## src/rtl/fifo_wr_arb_pkg.sv

```systemverilog
// -----------------------------------------------------------------------------
// fifo_wr_arb_pkg
// Shared types and constants for the fifo_wr_arb write arbiter.
//   arb_state_e : arbiter FSM state (ST_IDLE, ST_GRANT)
//   STALL_CNT_W : width of the optional stall counter
//                 (present only when FIFO_WR_ARB_STALL_CNT_EN is defined)
// -----------------------------------------------------------------------------
package fifo_wr_arb_pkg;

  typedef enum logic {
    ST_IDLE  = 1'b0,
    ST_GRANT = 1'b1
  } arb_state_e;

  localparam int unsigned STALL_CNT_W = 16;

endpackage : fifo_wr_arb_pkg

```

## src/rtl/fifo_wr_arb_rr.sv

```systemverilog
// -----------------------------------------------------------------------------
// fifo_wr_arb_rr
// Purely combinational round-robin picker. It searches the request vector
// starting at last_owner_i+1 (mod NREQ) and returns the first requester found.
// Ports:
//   req_i        [NREQ-1:0] request vector, bit k is requester k
//   last_owner_i [IDXW-1:0] previous grant owner (search starts after it)
//   valid_o                 at least one request is pending
//   index_o      [IDXW-1:0] selected requester (0 when valid_o is low)
// -----------------------------------------------------------------------------
module fifo_wr_arb_rr #(
  parameter  int unsigned NREQ = 4,
  localparam int unsigned IDXW = $clog2(NREQ)
) (
  input  logic [NREQ-1:0] req_i,
  input  logic [IDXW-1:0] last_owner_i,
  output logic            valid_o,
  output logic [IDXW-1:0] index_o
);

  logic [IDXW-1:0] cand;

  // Offsets run 1..NREQ so the previous owner is considered last; the first
  // hit wins because valid_o blocks later overwrites.
  always_comb begin
    valid_o = 1'b0;
    index_o = '0;
    cand    = '0;
    for (int unsigned off = 1; off <= NREQ; off++) begin
      cand = IDXW'((32'(last_owner_i) + off) % NREQ);
      if (!valid_o && req_i[cand]) begin
        valid_o = 1'b1;
        index_o = cand;
      end
    end
  end

endmodule : fifo_wr_arb_rr

```

## src/rtl/fifo_wr_arb.sv

```systemverilog
// -----------------------------------------------------------------------------
// fifo_wr_arb
// Round-robin arbiter letting NREQ requesters write bursts of up to BURST beats
// into one shared FIFO.
// Ports:
//   i_clk          clock, rising edge
//   i_nrst         asynchronous active-low reset
//   i_req          [NREQ-1:0]       per-requester write request
//   i_data         [NREQ*WIDTH-1:0] packed data, requester k at [k*WIDTH +: WIDTH]
//   o_ack          [NREQ-1:0]       one-hot beat accepted this cycle
//   o_fifo_write                    write strobe to the shared FIFO
//   o_fifo_data    [WIDTH-1:0]      owner's data slice
//   i_fifo_full                     shared FIFO full
//   o_owner        [$clog2(NREQ)-1:0] current grant owner
//   o_busy                          high in ST_GRANT (exposes the FSM state)
//   o_stall_cnt    [15:0]           saturating count of stalled GRANT cycles;
//                                   only when FIFO_WR_ARB_STALL_CNT_EN is defined
//
// Handshake: i_req[k] is the valid of requester k; the beat transfers when
// k owns the grant and the FIFO is not full (ready). o_ack[k] marks the
// cycle the beat transfers; the requester then presents the next word or
// drops i_req. Valid is never qualified by ready.
// -----------------------------------------------------------------------------
module fifo_wr_arb
  import fifo_wr_arb_pkg::*;
#(
  parameter  int unsigned NREQ  = 4,
  parameter  int unsigned WIDTH = 8,
  parameter  int unsigned BURST = 4,
  localparam int unsigned IDXW  = $clog2(NREQ),
  localparam int unsigned BW    = $clog2(BURST + 1)
) (
  input  logic                  i_clk,
  input  logic                  i_nrst,
  input  logic [NREQ-1:0]       i_req,
  input  logic [NREQ*WIDTH-1:0] i_data,
  output logic [NREQ-1:0]       o_ack,
  output logic                  o_fifo_write,
  output logic [WIDTH-1:0]      o_fifo_data,
  input  logic                  i_fifo_full,
  output logic [IDXW-1:0]       o_owner,
  output logic                  o_busy
`ifdef FIFO_WR_ARB_STALL_CNT_EN
  ,
  output logic [STALL_CNT_W-1:0] o_stall_cnt
`endif
);

  localparam logic [BW-1:0]   BEAT_ONE  = BW'(1);
  localparam logic [BW-1:0]   BEAT_LAST = BW'(BURST);
  localparam logic [IDXW-1:0] LAST_RST  = IDXW'(NREQ - 1);

  arb_state_e      state_q, state_d;
  logic [IDXW-1:0] owner_q, owner_d;
  logic [IDXW-1:0] last_q,  last_d;
  logic [BW-1:0]   beat_q,  beat_d;

  logic            rr_valid;
  logic [IDXW-1:0] rr_index;
  logic            owner_req;
  logic            wr;

  fifo_wr_arb_rr #(
    .NREQ (NREQ)
  ) u_rr (
    .req_i        (i_req),
    .last_owner_i (last_q),
    .valid_o      (rr_valid),
    .index_o      (rr_index)
  );

  assign owner_req = i_req[owner_q];
  assign wr        = (state_q == ST_GRANT) && owner_req && !i_fifo_full;

  assign o_fifo_write = wr;
  assign o_fifo_data  = i_data[32'(owner_q) * WIDTH +: WIDTH];
  assign o_owner      = owner_q;
  assign o_busy       = (state_q == ST_GRANT);

  always_comb begin
    o_ack = '0;
    if (wr) o_ack[owner_q] = 1'b1;
  end

  // Next-state: non-owner requests are not looked at while in ST_GRANT.
  always_comb begin
    state_d = state_q;
    owner_d = owner_q;
    last_d  = last_q;
    beat_d  = beat_q;
    unique case (state_q)
      ST_IDLE: begin
        if (rr_valid) begin
          owner_d = rr_index;
          beat_d  = '0;
          state_d = ST_GRANT;
        end
      end
      ST_GRANT: begin
        if (!owner_req) begin
          state_d = ST_IDLE;
          last_d  = owner_q;
        end else if (wr) begin
          beat_d = beat_q + BEAT_ONE;
          if (beat_q + BEAT_ONE == BEAT_LAST) begin
            state_d = ST_IDLE;
            last_d  = owner_q;
          end
        end
      end
      default: state_d = ST_IDLE;
    endcase
  end

  always_ff @(posedge i_clk or negedge i_nrst) begin
    if (!i_nrst) begin
      state_q <= ST_IDLE;
      owner_q <= '0;
      last_q  <= LAST_RST;
      beat_q  <= '0;
    end else begin
      state_q <= state_d;
      owner_q <= owner_d;
      last_q  <= last_d;
      beat_q  <= beat_d;
    end
  end

`ifdef FIFO_WR_ARB_STALL_CNT_EN
  logic [STALL_CNT_W-1:0] stall_cnt_q, stall_cnt_d;

  always_comb begin
    stall_cnt_d = stall_cnt_q;
    if ((state_q == ST_GRANT) && owner_req && i_fifo_full && (stall_cnt_q != '1))
      stall_cnt_d = stall_cnt_q + STALL_CNT_W'(1);
  end

  always_ff @(posedge i_clk or negedge i_nrst) begin
    if (!i_nrst) stall_cnt_q <= '0;
    else         stall_cnt_q <= stall_cnt_d;
  end

  assign o_stall_cnt = stall_cnt_q;
`endif

endmodule : fifo_wr_arb

```

## config.mk

```make
export PLATFORM = sky130hd
export DESIGN_NAME = fifo_wr_arb
export DESIGN_NICKNAME = d
export VERILOG_FILES = /design/src/rtl/fifo_wr_arb_pkg.sv /design/src/rtl/fifo_wr_arb_rr.sv /design/src/rtl/fifo_wr_arb.sv
export SDC_FILE = /design/constraint.sdc
export NUM_CORES = 1
export LEC_CHECK = 0
export ABC_CLOCK_PERIOD_IN_PS = 4210
export BUFFER_PORTS_ARGS = -buffer_cell sky130_fd_sc_hd__clkbuf_2
export CAP_MARGIN = 20
export CORE_MARGIN = 2
export CORE_UTILIZATION = 45
export DETAILED_ROUTE_END_ITERATION = 8
export MAX_ROUTING_LAYER = met4
export PLACE_DENSITY = 0.87
export SKIP_LAST_GASP = 1
export SLEW_MARGIN = 20
export SYNTH_ARGS = -nofsm -noshare
export SYNTH_HDL_FRONTEND = slang
export SYNTH_SLANG_ARGS = --single-unit
```

## constraint.sdc

```tcl
create_clock -name i_clk -period 4.21 [get_ports i_clk]
set_clock_uncertainty 0.1 [all_clocks]
set_input_delay 0 -clock i_clk [delete_from_list [all_inputs] [get_ports i_clk]]
set_output_delay 0 -clock i_clk [all_outputs]
set_load 0.02 [all_outputs]
```

; ---- After elaboration in Yosys (flattened, before gate mapping)
; Cells that the tools add are included.
[op_classes]
shifts = 1
reduce_logical = 13
order_cmp = 6
mux = 33
bitwise_logic = 1
eq_ne = 6
addsub = 5
[op_table]
columns = op, count
row1 = 32-bit by 6-bit variable part select with 8-bit output, 1
row2 = 2-bit by 3-bit < comparator with 1-bit output (second input constant), 5
row3 = 1-bit two-way mux, 14
row4 = 2-bit two-way mux, 7
row5 = 1-bit binary-select mux with 2-bit select, 5
row6 = 3-bit two-way mux, 3
row7 = 1-bit logical AND, 6
row8 = 2-bit != test (second input constant), 3
row9 = 3-bit case mux with 2 select lines, 1
row10 = 3-bit AND reduction, 2
row11 = 2-bit by 1-bit adder with 2-bit output (second input constant), 2
row12 = 2-bit adder (second input constant), 2
row13 = 1-bit logical NOT, 4
row14 = 4-bit two-way mux, 1
row15 = 2-bit by 1-bit != test with 1-bit output (second input constant), 2
row16 = 3-bit by 1-bit adder with 3-bit output (second input constant), 1
row17 = 3-bit == test (second input constant), 1
row18 = 1-bit demux with 2-bit select, 1
row19 = 2-bit by 1-bit greater-or-equal comparator with 1-bit output (second input constant), 1
row20 = 1-bit case mux with 2 select lines, 1
row21 = 2-bit AND reduction, 1
row22 = 1-bit inverter, 1
[totals]
elab_cells = 69
ff_bits = 8
inputBits = 39
output_inout_bits = 16

; ---- Depth between registers and ports, before layout
[depth]
word_depth = 15
ltp_mapped = 5

; ---- Cells and area by module
; Synthesis repeated with hierarchy kept, for this count alone.
[hier_totals]
cells_unflattened = 75
hier_area_um2 = 862.1
[modules_own_cells]
columns = module, seq_area_each_um2, instances, cells_per_inst, area_each_um2
row1 = fifo_wr_arb, 202.7, 1, 61, 770.7
row2 = fifo_wr_arb_rr, 0.0, 1, 14, 91.3

; ---- Least setup slack after synthesis
; OpenSTA, ideal clock, no wires.
[synth_path]
path_kind = register to register
from = reg owner_q[1] (netlist: o_owner[1])
to = reg beat_q[2]
arrival_ns = 1.538
path_stages_with_launch = 5
n_path_buf = 0
slack_ns = 2.453
t_required_ns = 3.990
path_cell_list = dfrtp_1 -> or3b_4 -> o22ai_4 -> a211oi_1 -> a31o_1
[synth_between]
elab_chain_cells = 6
[synth_rtl]
columns = element, line_no
row1 = "start, declared", fifo_wr_arb.sv:54  ; logic [IDXW-1:0] owner_q, owner_d;
row2 = "start signal, assigned", fifo_wr_arb.sv:123  ; owner_q <= owner_d;
row3 = 1-bit binary-select mux with 2-bit select, fifo_wr_arb.sv:72  ; assign owner_req = i_req[owner_q];
row4 = 1-bit two-way mux (not written as such), fifo_wr_arb.sv:72
row5 = 1-bit logical AND (2 in series), fifo_wr_arb.sv:73  ; assign wr = (state_q == ST_GRANT) && owner_req && !i_fifo_full;
row6 = via o_fifo_write, fifo_wr_arb.sv:38  ; output logic o_fifo_write,
row7 = 2-bit != test (no source line), -
row8 = 3-bit AND reduction (no source line), -
row9 = "end signal, assigned", fifo_wr_arb.sv:125  ; beat_q <= beat_d;
row10 = "end, declared", fifo_wr_arb.sv:56  ; logic [BW-1:0] beat_q, beat_d;
; The timed path passes the listed nets, and every way through them passes these cells. The select of a mux whose other input is x is not followed.
; A chain may end at the register's enable or synchronous reset.

; ---- Final worst setup path
[layout_path]
from = reg owner_q[0] (netlist: o_owner[0])
to = reg beat_q[2]
[layout_between]
elab_chain_cells = 6
[layout_rtl]
columns = element, line_no
row1 = 1-bit binary-select mux with 2-bit select (*), fifo_wr_arb.sv:72
row2 = 1-bit two-way mux (not written as such) (*), fifo_wr_arb.sv:72
row3 = 1-bit logical AND (2 in series), fifo_wr_arb.sv:73
row4 = 2-bit != test (no source line), -
row5 = 3-bit AND reduction (no source line) (*), -
; Every way passes the cells marked *; elsewhere a longest branch is shown, timed or not. The select of a mux whose other input is x is not followed.

==> results.md <==
- Crit-path cells: mux2i_2, o22ai_4, a211oi_1, a31o_1
- Mapped Area: ~870 sq um
- Vias: 813
- ANT nets after route: 0
- Final GP Congestion: 0.791
- Critical path arrival: 2.14 ns
- Htree depth: 1
- Final WL: 2150 microns
- Layout cells sized above 1: 0.575
- Main flop type after synthesis: dfrtp_1
- Antenna cells: 0
- Count of final setup violators: 0
- Root Driver: clkbuf_4
- Most numerous cell in the Yosys netlist: dfrtp_1
- Global-route wire length before repair: 3090 microns
- Post-CTS Hold Buffers: 2
- IO Pins: 55
- Worst path slowest cell: dfrtp_1
- Final Hold Vio Count: 0
- Syn_area_per_cell: 12.1 sq um
- Setup TNS: 0 ns
- Footprint of the multi-input gates: 606 sq um
- Tcrit/Tclk final: 0.483
- Mapped Cells: 72
- Delay-heaviest family, CP: flip-flops
- Fillers: 149
- Slowest stage delay, CP: 0.82 ns
- Largest area contributor in the netlist: dfrtp_1
- Slew Limit Fails: 0
- Crit Path Category: flop to flop
- Share of the synthesized area in the top cell type: 0.172
- Worst vdd ir: 0.341 mV
- Clk slew on worst S/H paths: around 0.060 ns
- Buffers & Inverters on Critical Path: 0
- Leakage: around 0.00055 uW
- Sink Count: 8
- Total GRT Usage: 0.205
- Synth top area cells: dfrtp_1 (17%), mux4_1 (12%), mux4_2 (10%)
- Register Area: 203 sq um
- PwrDens: 608 nW/um^2
- Final non-filler cell total: 152
- Skew-Pair Late Insertion Delay: around 0.27 ns
- Critical Path End Type: flop
- Post-CTS Resized: 0
- Longest Clk Path Bufs: 2
- Min Clock Period, post-route: 2.03 ns
- Least-Margin Pin Slew: about 0.74 ns
- Startpoint Class: flop
- Post-synthesis cell type count: 38
- Final #Nets: between 150 and 200
- Core Rows: 15
- Fmax: 492 MHz
- Iteration-0 DRC Markers: 4
- Buffers added on ports: 54
- Area of placed instances: 1110 sq um
- Final Cell Area: 1160 sq um
- Die width: 48.1 microns
- Crit-path max FO: 17
- Vias per inst: 5.35
- Max-Cap Viols: 0
- Placed insts: 146
- Post-synth top cells: dfrtp_1 (6), o21ai_0 (5), a21oi_1 (4), mux4_1 (4), mux4_2 (4)
- Die Ht: 48.1 microns
- EDFF count, synth: 0
- Mapped Nets: 113
- DRC Markers: 0
- Synth async-reset ratio: 1.00
- CTS tree: built
- Pre-antenna DRT Iters: 3
- Initial antenna violation count: 0
- Relative slew slack: 0.506
- Post CTS Setup Buffer Count: 0
- Synthesis-to-finish area growth: 32.8%
- Global route total overflow: 0
- Status: finished, final reports clean
- Die Area: 2310 sq um
- Initial Utilization: 0.490
- Unrepaired setup endpoints after global routing: no
- Largest net degree at the start of global routing: 18
- Count of state elements after synthesis: 8
- Worst Hold Class: primary input to asynchronous set/reset pin
- Dpl hpwl: around 1700 microns
- CTS Buf Count: 3
- CP required: 4.32 ns
- Sequential fraction of the synthesis area: 0.232
- Vias in the first global route: approximately 730
- WL per Instance: about 14 microns
- Core box area: 1780 sq um
- Synth warn: 0
-- power breakdown --
part / switching (uW) / leakage [uW] / internal [uW]
Combinational: 204 / 0.000442 / 221
Clock: 30.8 / 0.0000150 / 36.6
Sequential: 95.6 / 0.0000966 / 117
Total: 331 / 0.000554 / 375
-- through the flow --
step	total power (uW)	util	worst slack (ns)	hold WS, ns
floorplan	565	-	2.45	-0.396
global placement	627	0.625	2.23	-0.249
detailed placement	639	0.625	2.17	-0.246
CTS	710	0.651	2.16	0.000562
global route	767	0.651	2.02	0.0204
finish	706	0.651	2.18	0.00359
-- sequential cells by signal (all words and copies together), names as in the netlist --
name,flops
last_q,2
beat_q,3
o_owner,2
o_busy,1
-- worst paths after layout --
kind | start | end | slack [ns] | cells past startpoint
max in group asynchronous | i_nrst | last_q[0] | 3.76 | 2
min in group i_clk | i_req[2] | o_owner[1] | 0.05 | 3
worst max-delay path | o_owner[0] | beat_q[2] | 2.18 | 4
worst min-delay path | i_nrst | beat_q[2] | 0.004 | 2
worst min register to register | beat_q[1] | beat_q[1] | 0.51 | 2
worst max register to register | o_owner[0] | beat_q[2] | 2.18 | 4
-- metal layers --
layer / part of all wire / up-vias / GRT usage
met5: 0 / - / -
li1: - / 403 / -
met3: 0.12 / 2 / 0.0868
met1: 0.39 / 369 / 0.196
met4: 0.0084 / 0 / 0.0649
met2: 0.48 / 39 / 0.368
-- cell type report --
cell class / count / area share
timing repair buffer: 56 / 0.250
inverter: 1 / 0.00324
multi-input combinational: 58 / 0.522
clock buffer: 4 / 0.0227
tap: 25 / 0.0270
sequential: 8 / 0.175
-- cells in the final DEF, fill, tap and decap left out, types with 2 or more instances in the layout --
cell / Yosys / layout
clkbuf_2: 0 / 54
dfrtp_1: 6 / 6
o21ai_0: 5 / 5
mux4_2: 4 / 4
mux4_1: 4 / 4
a21oi_1: 4 / 4
nor3b_1: 3 / 3
mux2_2: 3 / 3
nor2_1: 3 / 3
nand2b_1: 3 / 3
clkbuf_4: 0 / 3
nor3_1: 2 / 2
xor2_1: 2 / 2
nand2_1: 2 / 2
mux2i_1: 2 / 2
and2b_1: 2 / 2
ha_1: 2 / 2
dlygate4sd3_1: 0 / 2
dfstp_2: 2 / 2
-- logic make-up after synthesis --
| logic type | synth area share |
|---|---|
| flip-flops | 0.232 |
| multiplexers | 0.327 |
| adder cells (fa/ha/maj) | 0.0286 |
| XOR/XNOR | 0.0201 |
| AO/OA/AOI/OAI | 0.178 |
| AND/OR/NAND/NOR | 0.140 |
| buffers and inverters | 0.0745 |
Power figures use the tool's default switching activity.
